**src/rtl/axis_uart_tx_arb.sv**
```systemverilog
// Round-robin arbiter: NUM_SRC AXI-Stream byte sources share one UART transmitter.
// Latency: 1 clock of arbitration (IDLE) before the owner's byte is presented (GRANT).
// Backpressure: m_tready passes to the owner's s_tready only; the grant is held while m_tvalid && !m_tready.
//
// Ports:
//   clk, rst_async_n          clock, asynchronous active-low reset
//   s_tdata/tvalid/tlast      per-source byte stream; source i data at [i*DATA_WIDTH +: DATA_WIDTH]
//   s_tready                  per-source ready, only the owner's bit can be high
//   m_tdata/tvalid/tlast      muxed stream to the UART transmitter, m_tready from it
//   grant                     one-hot current owner, zero when idle
//   busy                      high while a source owns the transmitter
//
// Optional feature, macro UART_ARB_PKT_LOCK_EN: hold the grant until a transfer
// with s_tlast set (packet lock). Undefined: release after every transfer.
module axis_uart_tx_arb #(
  parameter int NUM_SRC    = 4,
  parameter int DATA_WIDTH = 8
) (
  input  logic                          clk,
  input  logic                          rst_async_n,
  input  logic [NUM_SRC*DATA_WIDTH-1:0] s_tdata,
  input  logic [NUM_SRC-1:0]            s_tvalid,
  input  logic [NUM_SRC-1:0]            s_tlast,
  output logic [NUM_SRC-1:0]            s_tready,
  output logic [DATA_WIDTH-1:0]         m_tdata,
  output logic                          m_tvalid,
  output logic                          m_tlast,
  input  logic                          m_tready,
  output logic [NUM_SRC-1:0]            grant,
  output logic                          busy
);

  localparam int PTR_W = (NUM_SRC > 1) ? $clog2(NUM_SRC) : 1;
  localparam logic [PTR_W-1:0] LAST_IDX = PTR_W'(NUM_SRC - 1);

  typedef enum logic {
    IDLE  = 1'b0,
    GRANT = 1'b1
  } state_t;

  state_t               state, state_nxt;
  logic [PTR_W-1:0]     rr_ptr, rr_ptr_nxt;
  logic [PTR_W-1:0]     owner, owner_nxt;
  logic [NUM_SRC-1:0]   grant_q, grant_nxt;

  logic                 pick_vld;
  logic [PTR_W-1:0]     pick_idx;
  logic [PTR_W-1:0]     cur;

  logic                 own_vld;
  logic                 own_last;
  logic [DATA_WIDTH-1:0] own_dat;
  logic                 xfer;
  logic                 pkt_done;

  // State register. Reset leaves rr_ptr on the last source so source 0 wins first.
  always_ff @(posedge clk or negedge rst_async_n) begin
    if (!rst_async_n) begin
      state   <= IDLE;
      rr_ptr  <= LAST_IDX;
      owner   <= '0;
      grant_q <= '0;
    end else begin
      state   <= state_nxt;
      rr_ptr  <= rr_ptr_nxt;
      owner   <= owner_nxt;
      grant_q <= grant_nxt;
    end
  end

  // Round-robin search starting one past the last served source, wrapping at NUM_SRC-1.
  always_comb begin
    pick_vld = 1'b0;
    pick_idx = '0;
    cur      = rr_ptr;
    for (int k = 0; k < NUM_SRC; k++) begin
      cur = (cur == LAST_IDX) ? '0 : cur + 1'b1;
      if (!pick_vld && s_tvalid[cur]) begin
        pick_vld = 1'b1;
        pick_idx = cur;
      end
    end
  end

  // Owner mux. Outputs are gated by state so reset clears them without waiting for an edge.
  always_comb begin
    own_vld  = s_tvalid[owner];
    own_last = s_tlast[owner];
    own_dat  = s_tdata[owner*DATA_WIDTH +: DATA_WIDTH];

    busy     = (state == GRANT);
    grant    = grant_q;
    m_tvalid = busy & own_vld;
    m_tlast  = busy & own_last;
    m_tdata  = busy ? own_dat : '0;
    s_tready = busy ? (grant_q & {NUM_SRC{m_tready}}) : '0;
    xfer     = m_tvalid & m_tready;
  end

`ifdef UART_ARB_PKT_LOCK_EN
  // Owner keeps the transmitter across tvalid gaps until its last byte goes out.
  assign pkt_done = own_last;
`else
  assign pkt_done = 1'b1;
`endif

  // Next-state logic. Non-owner requests are only looked at in IDLE, and a
  // presented byte is never abandoned because GRANT is left only on a transfer.
  always_comb begin
    state_nxt  = state;
    rr_ptr_nxt = rr_ptr;
    owner_nxt  = owner;
    grant_nxt  = grant_q;
    case (state)
      IDLE: begin
        if (pick_vld) begin
          state_nxt = GRANT;
          owner_nxt = pick_idx;
          grant_nxt = NUM_SRC'(1) << pick_idx;
        end
      end
      GRANT: begin
        if (xfer) begin
          rr_ptr_nxt = owner;
          if (pkt_done) begin
            state_nxt = IDLE;
            grant_nxt = '0;
          end
        end
      end
      default: begin
        state_nxt = IDLE;
        grant_nxt = '0;
      end
    endcase
  end

endmodule

```
**config.mk**
```make
export PLATFORM = sky130hd
export DESIGN_NAME = axis_uart_tx_arb
export DESIGN_NICKNAME = d
export VERILOG_FILES = /design/src/rtl/axis_uart_tx_arb.sv
export SDC_FILE = /design/constraint.sdc
export NUM_CORES = 1
export LEC_CHECK = 0
export ABC_AREA = 1
export CAP_MARGIN = 5
export CORE_MARGIN = 2
export CORE_UTILIZATION = 30
export CTS_CLUSTER_DIAMETER = 50
export DETAILED_ROUTE_END_ITERATION = 12
export GPL_TIMING_DRIVEN = 0
export HOLD_SLACK_MARGIN = 0.05
export PLACE_DENSITY = 0.7
export SYNTH_ARGS = -nofsm -noshare
export SYNTH_HDL_FRONTEND = slang
export SYNTH_SLANG_ARGS = --single-unit
```
**constraint.sdc**
```tcl
create_clock -name clk -period 2.36 [get_ports clk]
set_input_delay 0.236 -clock clk [delete_from_list [all_inputs] [get_ports clk]]
set_output_delay 0.236 -clock clk [all_outputs]
set_load 0.005 [all_outputs]
```
==> impl_results.md <==
* Max Cap Violations at 0
* Share of the synthesized area in the top cell type at 0.1684
* I/O pins at 62
* Yosys cell types at 21
* Number of global-route vias before repair at 1349
* Hold crit path type: primary input to asynchronous set/reset pin
* Grt ovf at 0
* Crit path required time at ~2100 ps
* TritonCTS clock tree: built
* Final setup viols at 0
* Pwr Density at 1312 nW/um^2
* Mapped Area at between 1000 and 1500 sq um
* Max rail drop VDD at 0.5927 mV
* Share of layout cells above drive strength 1 at 0.1293
* Arrival @ worst endpoint at about 1900 ps
* Slowest CP cell: clkdlybuf4s50_1
* Final Skew at between 3 and 4 ps
* Ranking of synthesized cells by area: nand2_1, dfrtp_1, nor2_1
* Final hold violations at 0
* Primary FF master, synth: dfrtp_1
* Layout area overhead at 65.21%
* Crit-path max FO at 10
* Die width at ~65 um
* First-pass GRT wire length at slightly below 6 mm
* Cells along the critical path: inv_1 -> clkbuf_1 -> o21ai_0 -> a21oi_1 -> clkdlybuf4s50_1
* Worst slew margin at 0.6827
* # nets final at 308
* Post-synth top cells: nand2_1, nor2_1, o21ai_0
* Max incr delay on CP at 520 ps
* CP bufs+invs at 3
* WL/cell at 11.16 um
* Crit. End Element: output pin
* Worst Setup Start Kind: flop
* Initial DRC count at 42
* Fin cells at 311
* DR DRC count at 0
* Worst-Skew Late Latency at 240 ps
* Hpwl dp at 2.691 mm
* Vias/cell at 4.527
* Port Buffers at 61
* Clock sink total at 9
* Max Clock Freq at 479.6 MHz
* Die area at 4220 sq um
* Sequential area share after synthesis at 0.2043
* Status: finished, final reports clean
* GRT Util Overall at 0.1706
* DRT Pass-1 Iters at 4
* Number of synthesized flops with an enable pin at 0
* Mean area per synthesized cell at 5.659 sq um
* Initial Util at 0.3092
* Cell Area, Placed at 1785 sq um
* Total number of vias at 1408
* # H-tree levels at 1
* Cell count after placement at a little over 300
* Crit path kind: flop to output pin
* Total CTS buffers at 3
* Core footprint at 3606 sq um
* Fraction of registers with async set/reset at 1.000
* Row cnt at 22
* Post-Syn Instances at 197
* Synth area leader: nand2_1
* CTS clk-pin slew, worst paths at roughly 50 ps
* Fin crit period at 2085 ps
* Period utilization at 0.8836
* Die height at 64.96 um
* Maximum root-to-sink buffer count at 2
* Finished Cell Area at 1842 sq um
* Diode count at 0
* Routed Antenna Nets at 0
* RSZ-0062 raised after global routing: no
* Post-CTS Hold Buffers at 0
* Largest net degree at the start of global routing at 11
* Initial antenna violation count at 0
* Crit path max-delay family: buffers and inverters
* Syn nets at around 240
* Final WL at between 3 and 4 mm
* Leakage at 0.8269 nW
* CTS Root Cell: clkbuf_8
* Top-count cell post-synth: nand2_1
* Worst Tran Pin Value at 475.9 ps
* Synth warnings at 0
* Routability cong. at 0.8284
* Fin. max-slew vios at 0
* Seq cells post-synth at 9
* Setup TNS Final at 0 ps
through the flow:
| stage | utilization | setup WS, ps | hold slack (ps) | total power (W) |
|---|---|---|---|---|
| finish | 0.5108 | 274.7 | 289.0 | 0.002417 |
| CTS | 0.5076 | 98.72 | 301.9 | 0.002420 |
| detailed placement | 0.4951 | 347.7 | 488.5 | 0.002221 |
| floorplan | - | 531.5 | -59.59 | 0.001593 |
| global route | 0.5108 | 16.88 | 330.3 | 0.002719 |
| global placement | 0.4951 | 359.5 | 494.2 | 0.002212 |
final cells by class:
type	instances	area, sq um
multi-input combinational	164	789.5
fill	392	1764
clock buffer	4	45.04
inverter	16	60.06
tap	48	60.06
timing repair buffer	62	618.1
sequential	9	227.7
buffer	8	41.29
cell usage in the layout (no fill, tap or decap):
master / n
a21oi_1: 12
nand4_1: 3
nand2_1: 50
clkdlybuf4s50_1: 61
clkbuf_1: 5
nand3_1: 6
dfstp_2: 2
o21ai_1: 2
buf_6: 1
nor2_2: 1
o21ai_0: 23
buf_4: 1
inv_1: 13
ha_1: 1
o21ai_2: 1
dfrtp_1: 7
nor2_1: 46
nand3_2: 1
clkbuf_2: 3
clkbuf_8: 3
nand2_2: 10
inv_2: 3
nand2_4: 2
a21oi_4: 1
nor2_4: 5
sequential cells by signal, summed over array words and instances, names as in the netlist:
register / count
owner: 2
busy: 1
grant: 4
rr_ptr: 2
repair_timing:
action	in CTS	in global routing
setup buffers	0	1
hold endpoints to repair	0	0
resized for setup	0	6
endpoints found under the setup margin	0	9
logic make-up (layout without fill, tap and decap cells):
group | count (synthesis) | in the layout | synth area share
simple gates | 124 | 124 | 0.5084
compound gates | 39 | 39 | 0.1886
buf+inv | 24 | 90 | 0.08755
flops | 9 | 9 | 0.2043
fa+ha+maj | 1 | 1 | 0.01122
path summary, 6_finish.rpt:
| check | start | end | slack [ps] | depth (start not counted) |
|---|---|---|---|---|
| worst max register to register | rr_ptr[0] | grant[0] | 360 | 11 |
| max in group asynchronous | rst_async_n | rr_ptr[1] | 1750 | 1 |
| worst min-delay path | rst_async_n | grant[1] | 290 | 1 |
| worst max-delay path | owner[0] | m_tdata[6] | 270 | 5 |
| worst min register to register | rr_ptr[1] | rr_ptr[1] | 510 | 2 |
| min in group clk | rr_ptr[1] | rr_ptr[1] | 510 | 2 |
routing by layer:
| metal | global-route usage | vias to the layer above | part of all wire |
|---|---|---|---|
| li1 | - | 755 | - |
| met1 | 0.2142 | 607 | 0.47 |
| met2 | 0.2977 | 43 | 0.45 |
| met3 | 0.03472 | 3 | 0.070 |
| met4 | 0.03989 | 0 | 0.0078 |
| met5 | 0 | - | 0 |
power breakdown:
part	internal [W]	switching, W	leakage, nW
combinational	0.000832	0.00111	0.695
sequential	0.000234	0.0000582	0.109
clock	0.000118	0.0000647	0.0228
total	0.00118	0.00123	0.827
Power figures use the tool's default switching activity.
